===== src/rtl/mem_seq_ctrl_pkg.sv =====
// Shared types for the byte-serial MEM-stage sequencer.
// Holds FSM states, access-size encodings and exception causes.
package mem_seq_ctrl_pkg;

    typedef enum logic [1:0] {
        S_IDLE,
        S_ACCESS,
        S_DONE,
        S_EXC
    } state_e;

    localparam logic [1:0] MT_BYTE = 2'd0;
    localparam logic [1:0] MT_HALF = 2'd1;
    localparam logic [1:0] MT_WORD = 2'd2;
    localparam logic [1:0] MT_ILL  = 2'd3;

    typedef enum logic [1:0] {
        EXC_NONE     = 2'b00,
        EXC_MISALIGN = 2'b01,
        EXC_ILLEGAL  = 2'b10,
        EXC_TIMEOUT  = 2'b11
    } exc_cause_e;

    function automatic logic [2:0] beat_count(input logic [1:0] mt);
        case (mt)
            MT_BYTE: beat_count = 3'd1;
            MT_HALF: beat_count = 3'd2;
            default: beat_count = 3'd4;
        endcase
    endfunction

endpackage


===== src/rtl/mem_seq_ctrl_load_extend.sv =====
// Collects load bytes into lanes and publishes the sign-extended result
// on the final beat; the result holds until the next load completes.
module load_extend
    import mem_seq_ctrl_pkg::*;
(
    input  logic        clk,
    input  logic        rst_n,
    input  logic        cap_en,
    input  logic        last,
    input  logic [1:0]  idx,
    input  logic [7:0]  byte_in,
    input  logic [1:0]  mtype,
    output logic [31:0] rdata
);

    logic [31:0] lanes;
    logic [31:0] merged;
    logic [31:0] extended;

    always_comb begin
        merged = lanes;
        merged[{idx, 3'b000} +: 8] = byte_in;
    end

    always_comb begin
        case (mtype)
            MT_BYTE: extended = {{24{merged[7]}}, merged[7:0]};
            MT_HALF: extended = {{16{merged[15]}}, merged[15:0]};
            default: extended = merged;
        endcase
    end

    always_ff @(posedge clk or negedge rst_n) begin
        if (!rst_n) begin
            lanes <= '0;
            rdata <= '0;
        end else if (cap_en) begin
            lanes <= merged;
            if (last) rdata <= extended;
        end
    end

endmodule


===== src/rtl/mem_seq_ctrl.sv =====
// MEM-stage controller: splits loads/stores into byte beats on a
// byte-wide memory, with alignment, illegal-op and timeout exceptions.
module mem_seq_ctrl
    import mem_seq_ctrl_pkg::*;
#(
    parameter int ADDR_W  = 32,
    parameter int TIMEOUT = 16
) (
    input  logic              clk,
    input  logic              rst_n,
    input  logic              req_valid,
    input  logic              MemReadEn,
    input  logic              MemWriteEn,
    input  logic [1:0]        MemType,
    input  logic [ADDR_W-1:0] addr,
    input  logic [31:0]       wdata,
    input  logic              flush,
    output logic [ADDR_W-1:0] mem_addr,
    output logic              mem_re,
    output logic              mem_we,
    output logic [7:0]        mem_wdata,
    input  logic [7:0]        mem_rdata,
    input  logic              mem_ready,
    output logic              stall,
    output logic [31:0]       rdata,
    output logic              rdata_valid,
    output logic              exc_valid,
    output logic [1:0]        exc_cause
);

    localparam int TW = $clog2(TIMEOUT + 1);

    state_e            state;
    exc_cause_e        cause;
    logic [ADDR_W-1:0] base;
    logic [31:0]       wbuf;
    logic [1:0]        mtype;
    logic              is_load;
    logic [1:0]        idx;
    logic [2:0]        nbeats;
    logic [TW-1:0]     tcnt;

    logic req_seen;
    logic illegal;
    logic misalign;
    logic in_acc;
    logic last;
    logic abort;
    logic cap_en;

    assign req_seen = (state == S_IDLE) && req_valid && !flush
                    && (MemReadEn || MemWriteEn);
    assign illegal  = (MemReadEn && MemWriteEn) || (MemType == MT_ILL);
    assign misalign = ((MemType == MT_HALF) && addr[0])
                    || ((MemType == MT_WORD) && (addr[1:0] != 2'b00));

    assign in_acc = (state == S_ACCESS);
    assign last   = ({1'b0, idx} == (nbeats - 3'd1));
    // Flush only cancels loads; stores must finish every beat.
    assign abort  = in_acc && flush && is_load;
    assign cap_en = in_acc && mem_ready && is_load && !abort;

    assign mem_addr    = base + ADDR_W'(idx);
    assign mem_re      = in_acc && is_load;
    assign mem_we      = in_acc && !is_load;
    assign mem_wdata   = wbuf[{idx, 3'b000} +: 8];
    assign stall       = req_seen || in_acc;
    assign rdata_valid = (state == S_DONE);
    assign exc_valid   = (state == S_EXC);
    assign exc_cause   = cause;

    always_ff @(posedge clk or negedge rst_n) begin
        if (!rst_n) begin
            state   <= S_IDLE;
            cause   <= EXC_NONE;
            base    <= '0;
            wbuf    <= '0;
            mtype   <= MT_BYTE;
            is_load <= 1'b0;
            idx     <= '0;
            nbeats  <= 3'd1;
            tcnt    <= '0;
        end else begin
            unique case (state)
                S_IDLE: begin
                    if (req_seen) begin
                        if (illegal) begin
                            state <= S_EXC;
                            cause <= EXC_ILLEGAL;
                        end else if (misalign) begin
                            state <= S_EXC;
                            cause <= EXC_MISALIGN;
                        end else begin
                            state   <= S_ACCESS;
                            base    <= addr;
                            wbuf    <= wdata;
                            mtype   <= MemType;
                            is_load <= MemReadEn;
                            nbeats  <= beat_count(MemType);
                            idx     <= '0;
                            tcnt    <= '0;
                        end
                    end
                end
                S_ACCESS: begin
                    if (abort) begin
                        state <= S_IDLE;
                        idx   <= '0;
                        tcnt  <= '0;
                    end else if (mem_ready) begin
                        tcnt <= '0;
                        if (last) state <= S_DONE;
                        else      idx   <= idx + 2'd1;
                    end else if (tcnt == TW'(TIMEOUT - 1)) begin
                        state <= S_EXC;
                        cause <= EXC_TIMEOUT;
                        tcnt  <= '0;
                    end else begin
                        tcnt <= tcnt + TW'(1);
                    end
                end
                S_DONE: begin
                    state <= S_IDLE;
                    idx   <= '0;
                end
                S_EXC: begin
                    state <= S_IDLE;
                    cause <= EXC_NONE;
                    idx   <= '0;
                end
                default: state <= S_IDLE;
            endcase
        end
    end

    load_extend u_load_extend (
        .clk     (clk),
        .rst_n   (rst_n),
        .cap_en  (cap_en),
        .last    (last),
        .idx     (idx),
        .byte_in (mem_rdata),
        .mtype   (mtype),
        .rdata   (rdata)
    );

endmodule


===== config.mk =====
export PLATFORM = sky130hd
export DESIGN_NAME = mem_seq_ctrl
export DESIGN_NICKNAME = d
export VERILOG_FILES = /design/src/rtl/mem_seq_ctrl_pkg.sv /design/src/rtl/mem_seq_ctrl_load_extend.sv /design/src/rtl/mem_seq_ctrl.sv
export SDC_FILE = /design/constraint.sdc
export NUM_CORES = 1
export LEC_CHECK = 0
export CELL_PAD_IN_SITES_DETAIL_PLACEMENT = 1
export CELL_PAD_IN_SITES_GLOBAL_PLACEMENT = 1
export CORE_UTILIZATION = 40
export CTS_BUF_LIST = sky130_fd_sc_hd__clkbuf_16
export CTS_CLUSTER_DIAMETER = 150
export DETAILED_ROUTE_END_ITERATION = 10
export GPL_TIMING_DRIVEN = 0
export PLACE_DENSITY_LB_ADDON = 0.1
export SETUP_SLACK_MARGIN = 0.5
export SLEW_MARGIN = 20
export SYNTH_ARGS = -nofsm -noshare
export SYNTH_HDL_FRONTEND = slang
export SYNTH_HIERARCHICAL = 1
export SYNTH_SLANG_ARGS = --single-unit

===== constraint.sdc =====
create_clock -name clk -period 3 [get_ports clk]
set_clock_uncertainty 0.1 [all_clocks]
set_input_delay 0.3 -clock clk [delete_from_list [all_inputs] [get_ports clk]]
set_output_delay 0.3 -clock clk [all_outputs]
set_load 0.005 [all_outputs]

==> flow_summary_export.csv, run 1 <==
group,metric,value,unit
floorplan,initial_core_util,41.5,%
cts,cts_tree,"yes",
place,numPortBuffers,151,
yosys,synth_top_family_by_area,"multiplexers",
yosys,syn_nets,653,
floorplan,die_h,134,um
floorplan,num_rows,47,
power_and_ir_drop,total_leakage_power,4.47,nW
floorplan,dieArea,17900,um2
yosys,yosys_warnings,6,
sta,rsz0062_at_grt,"true",
yosys,avgSynthCellArea,12.3,um2
global_route,grt_usage,25.1,%
sta,relSlewSlack,53.7,%
cts,cts-buffers-inserted,17,
cells_and_area,area_growth,44.4,%
critical_path,critPathKind,"reg2out",
critical_path,cp.required,2.60,ns
global_route,antenna_found_initial,0,
yosys,synth.distinct_cells,52,
power_and_ir_drop,ir_worst_vdd,0.468,mV
cts,htreeDepth,4,
sta,hold_viol,0,
yosys,synth_top_area_share,51.8,%
cts,cts_root_buf,"clkbuf_16",
yosys,ys_ff_latch,145,
drt,antenna_left,0,
cells_and_area,num_antenna_cells,0,
drt,drc,0,
run_status,outcome,"finished, final reports clean",
yosys,synth_top_area_cell,"dfrtp_1",
critical_path,crit_start,"base[1]",
global_route,grt_pass1_vias,6335,
sta,post-route-min-period,2.88,ns
worst_hold_path,worstHoldStart,"mem_rdata[0]",
yosys,muxShareOfSynthArea,14.4,%
yosys,synth_edf_count,0,
sta,slew_violations,0,
yosys,synthAdderAreaFrac,1.73,%
yosys,synthCells,563,
yosys,ys_seq_area_share,52.2,%
global_route,grt_pass1_wl,34600,um
cts,clk_pin_slew_worst_paths,0.06,ns
place,gp_congestion,0.800,
floorplan,core,16800,um2
critical_path,rrSetupSlack,0.60,ns
sta,fmax,347,MHz
yosys,synth_compound_area_share,14.2,%
sta,worst_slew_pin_slew,0.689,ns
critical_path,crit_arrival,2.48,ns
sta,setup_viol,0,
critical_path,worst-path-max-fanout,3,
yosys,async_reset_ff_share,100,%
critical_path,end_kind,"output port",
yosys,yosys.area_share.simple,9.54,%
sta,fin_hold_ws,0.303,ns
sta,finalCritPeriodShare,96.2,%
cts,clock-sinks,145,
cells_and_area,drive_above_1_share,31.2,%
floorplan,die_x,134,um
cells_and_area,final_nets,868,
yosys,yosys.area_share.xor_xnor,4.41,%
critical_path,r2r_start,"nbeats[0]",
drt,dr.pass1.iters,6,
yosys,synthTopCellsByArea,"dfrtp_1, mux2_2, a22o_1",
global_route,grt_max_degree,86,
yosys,synthFlopType,"dfrtp_1",
drt,route.vias.total,5558,
cts,clkLatencyLatePin,0.41,ns
drt,vias_per_cell,5.51,
job,maxCapViolCount,0,
cts,clock_path_buffers,2,
power_and_ir_drop,total_power,9.51,mW
drt,wl_per_cell,21.1,um
global_route,globalRouteOverflowTotal,0,
drt,drt-initial-drc-count,228,
critical_path,start_kind,"register",
drt,routed_wl,21300,um
yosys,syn-cell-area,6950,um2
power_and_ir_drop,power.density,947,nW/um2
floorplan,ios,160,
place,place_hpwl,13700,um
worst_hold_path,hp-class,"in2reg",
## repair_timing
action,in CTS,in global routing
cloned,3,0
setup endpoints to repair,101,82
hold endpoints to repair,60,0
setup buffers,29,11
gates resized for setup,178,32
pin swaps,25,24
hold buffers,1,0
## worst max-delay path: stages (launching register included)
cell and delay [ns]:
dfrtp_1 0.43, buf_6 0.14, fa_2 0.21, and4_4 0.22
nor3b_4 0.28, buf_6 0.15, nand4_1 0.16, xnor2_2 0.21
dlygate4sd2_1 0.27
## worst paths after layout
| kind | depth (start not counted) | end |
|---|---|---|
| setup / recovery | 8 | mem_addr[14] |
| hold / removal | 2 | u_load_extend/lanes[8] |
| setup reg to reg | 9 | u_load_extend/rdata[21] |
| hold reg to reg | 1 | tcnt[4] |
| max in group asynchronous | 3 | nbeats[0] |
| min in group asynchronous | 2 | u_load_extend/rdata[19] |
## cells by family after synthesis
logic type	Yosys count
compound gates	122
xor+xnor	35
fa+ha+maj	9
buf+inv	45
flops	145
mux	81
simple gates	126
## power by group
| part | switching (mW) | internal (mW) |
|---|---|---|
| Clock | 0.821 | 1.37 |
| Sequential | 0.712 | 2.74 |
| Combinational | 1.64 | 2.23 |
## layout make-up
type	instances	area, um2
multi-input cells	373	3380
plain buffers	33	243
inverters	12	45.0
clock inverters	13	173
clock buffers	17	425
flip-flops and latches	145	3630
fillers	1689	6720
repair buffers	196	1860
well taps	220	275
## per-layer routing
layer  track usage (%)  vias to the layer above  share of wire (%)
met5                 0                        -                  0
met4              7.20                        0                1.4
met3              6.65                       27                5.2
met2              44.5                      140                 53
met1              29.8                     2869                 40
li1                  -                     2522                  -
## registers in the layout, summed over array words and instances, names as in the netlist
signal and cells:
base 32, exc_cause 2, idx 2, is_load 1, mtype 2, nbeats 3
state 2, tcnt 5, u_load_extend/lanes 32, u_load_extend/rdata 32, wbuf 32
## cells in the mapped netlist (all sizes together), types with 8 or more instances
cell type  instances
a21oi             16
nor2              41
a22o              50
nand4             14
xnor2             30
clkbuf            14
a221oi             9
inv               12
dfrtp            144
buf               19
ha                 8
nand3             12
o22a              16
mux2              72
mux4               8
nand2             21
## placed cells by master, fill, tap and decap left out, types with 5 or more instances in the layout
cell type        Yosys  layout
mux2_2              72      72
a21oi_1             16      15
buf_2                3      24
clkdlybuf4s50_1      0     111
nor2_1              38      34
a21o_1               6       6
mux4_2               8       8
clkbuf_2             0       9
dlygate4sd2_1        0       9
buf_6                9      24
nand3_1             12       8
nand4_1             14      14
a22oi_1              7       7
nor2b_1              5       5
clkbuf_1            14       5
buf_1                7       7
dfrtp_1            144     142
and3_1               7       7
nand2_1             21      18
xnor2_1             30      21
o22a_1              16      16
ha_1                 8       5
a22o_1              50      50
inv_1               12      15
buf_4                0      26
xnor2_2              0       9
clkbuf_16            0      17
a221oi_1             9       5
## per-stage QoR
stage               setup slack, ns  util, %  setup TNS (ns)  instance area [um2]  cells
finish                        0.115     59.9               0                10000   1009
global route                 0.0166     59.9               0                10000   1009
CTS                           0.103     58.8               0                 9850    998
detailed placement           -0.396     52.3           -3.50                 8770    935
global placement              -4.28     52.1         -618.99                 8740    934
floorplan                     0.687        -               0                 6950    563
Power figures use the tool's default switching activity.
==> inputs of run 2 (changes only) <==
--- a/config.mk
+++ b/config.mk
@@ -12,7 +12,7 @@
 export CTS_CLUSTER_DIAMETER = 150
 export DETAILED_ROUTE_END_ITERATION = 10
 export GPL_TIMING_DRIVEN = 0
-export PLACE_DENSITY_LB_ADDON = 0.1
+export PLACE_DENSITY = 0.85
 export SETUP_SLACK_MARGIN = 0.5
 export SLEW_MARGIN = 20
 export SYNTH_ARGS = -nofsm -noshare
==> flow_summary_export.csv, run 2 (synthesis gave the netlist of run 1 again) <==
group,metric,value,unit
cts,cts-buffers-inserted,17,
floorplan,ios,160,
global_route,grt_pass1_wl,36500,um
global_route,grt_max_degree,102,
floorplan,dieArea,17900,um2
drt,route.vias.total,5939,
drt,highest_layer,"met4",
critical_path,start_kind,"register",
drt,dr.pass1.iters,4,
job,maxCapViolCount,0,
sta,finalCritPeriodShare,101,%
cts,clkLatencyLatePin,0.43,ns
sta,worst_slew_pin_slew,0.567,ns
floorplan,die_x,134,um
drt,wl_per_cell,25.7,um
drt,wl_met1,10000,um
floorplan,core,16800,um2
cells_and_area,finalNonFillerCells,1014,
critical_path,end_kind,"output port",
power_and_ir_drop,total_leakage_power,4.48,nW
sta,slew_violations,0,
place,place_hpwl,14200,um
cells_and_area,n_fill_cell,1656,
floorplan,die_h,134,um
run_status,violations,"setup timing",
run_status,outcome,"finished with violations",
place,numPortBuffers,151,
drt,wl_met3,1450,um
critical_path,crit_arrival,2.63,ns
place,place_inst,935,
global_route,antenna_found_initial,0,
cts,clock_path_buffers,2,
sta,fmax,330,MHz
drt,wl_met2,13600,um
drt,drt-initial-drc-count,301,
global_route,grt_usage,27.0,%
sta,rsz0062_at_grt,"true",
drt,vias_per_cell,5.86,
critical_path,critPathKind,"reg2out",
critical_path,r2r_start,"nbeats[0]",
cells_and_area,final_util,60.5,%
sta,setup_viol,1,
sta,hold_viol,0,
cells_and_area,final_cell_mix,"dfrtp_1, clkdlybuf4s50_1, mux2_2",
cts,clk_pin_slew_worst_paths,0.06,ns
cells_and_area,area_growth,45.8,%
sta,post-route-min-period,3.03,ns
drt,drc,0,
cts,clock-sinks,145,
drt,routed_wl,26000,um
sta,final.setup.worst_slack,-0.0308,ns
global_route,grt_pass1_vias,6405,
floorplan,initial_core_util,41.5,%
critical_path,worst-path-max-fanout,4,
place,gp_congestion,0.778,
critical_path,crit_start,"base[0]",
floorplan,num_rows,47,
cells_and_area,drive_above_1_share,33.8,%
cts,cts_tree,"yes",
cells_and_area,final_nets,874,
worst_hold_path,hp-class,"in2async",
drt,antenna_left,0,
power_and_ir_drop,power.density,988,nW/um2
power_and_ir_drop,ir_worst_vdd,0.536,mV
cts,htreeDepth,4,
sta,relSlewSlack,61.8,%
cells_and_area,num_antenna_cells,0,
cells_and_area,final_common_cell,"dfrtp_1",
global_route,globalRouteOverflowTotal,0,
critical_path,cp.required,2.60,ns
cts,cts_root_buf,"clkbuf_16",
## run 2: cell types whose count changed in the layout (fill, tap and decap cells not counted), sizes merged, moves of 3 or more
| cell | previous run | this run |
|---|---|---|
| inv | 16 | 12 |
| dlymetal6s2s | 3 | 0 |
| dlygate4sd2 | 9 | 12 |
| clkbuf | 32 | 29 |
| buf | 87 | 99 |
## run 2: what timing repair did
action,4_1_cts,5_1_grt
cloned,1,0
setup endpoints to repair,101,98
endpoints found under the hold margin,44,0
hold buffers,1,0
gates resized for setup,171,74
buffers inserted,26,22
pin swaps,25,32
## run 2: final cells by class
type,instances,area [um2],share of cell area (%)
clock buffers,17,425,4.20
plain buffers,33,255,2.52
repair buffers,202,1860,18.3
inverters,12,45.0,0.444
clock inverters,12,169,1.67
flip-flops and latches,145,3630,35.8
multi-input cells,373,3480,34.3
well taps,220,275,2.72
## run 2: final timing paths
| kind | to | slack (ns) | cells past startpoint |
|---|---|---|---|
| setup / recovery | mem_addr[14] | -0.03 | 9 |
| setup reg to reg | u_load_extend/rdata[22] | 0.57 | 10 |
| min in group clk | u_load_extend/lanes[8] | 0.30 | 2 |
| max in group asynchronous | wbuf[0] | 1.71 | 3 |
| hold / removal | u_load_extend/rdata[23] | 0.25 | 2 |
| hold reg to reg | tcnt[4] | 0.38 | 1 |
## run 2: metrics by stage
| stage | hold slack, ns | instance area (um2) | TNS, ns | setup slack [ns] | power, mW |
|---|---|---|---|---|---|
| global route | 0.266 | 10100 | -0.110 | -0.0532 | 10.5 |
| CTS | 0.270 | 9710 | 0 | 0.144 | 9.32 |
| detailed placement | 0.108 | 8770 | -3.82 | -0.421 | 7.06 |
| floorplan | -0.0956 | 6950 | 0 | 0.687 | 5.15 |
| finish | 0.255 | 10100 | -0.0308 | -0.0308 | 10.0 |
| global placement | 0.366 | 8740 | -592.13 | -4.09 | 6.82 |
## run 2: routing by layer
metal  GRT usage, %  vias up
li1               -     2533
met1           31.4     3072
met2           47.5      259
met3           6.24       75
met4           12.0        0
met5              0        -
## run 2: power breakdown
part           internal, mW  total, mW  switching [mW]
sequential             2.74       3.56           0.819
combinational          2.30       4.23            1.93
clock                  1.37       2.23           0.857
total                  6.41       10.0            3.61
## run 2: worst max-delay path, stage by stage (launching register included)
cell     delay (ns)
dfrtp_1        0.46
ha_4           0.20
fa_2           0.22
and4_4         0.21
nor3b_4        0.28
buf_6          0.15
buf_6          0.10
nand4_1        0.15
xnor2_1        0.26
buf_2          0.16
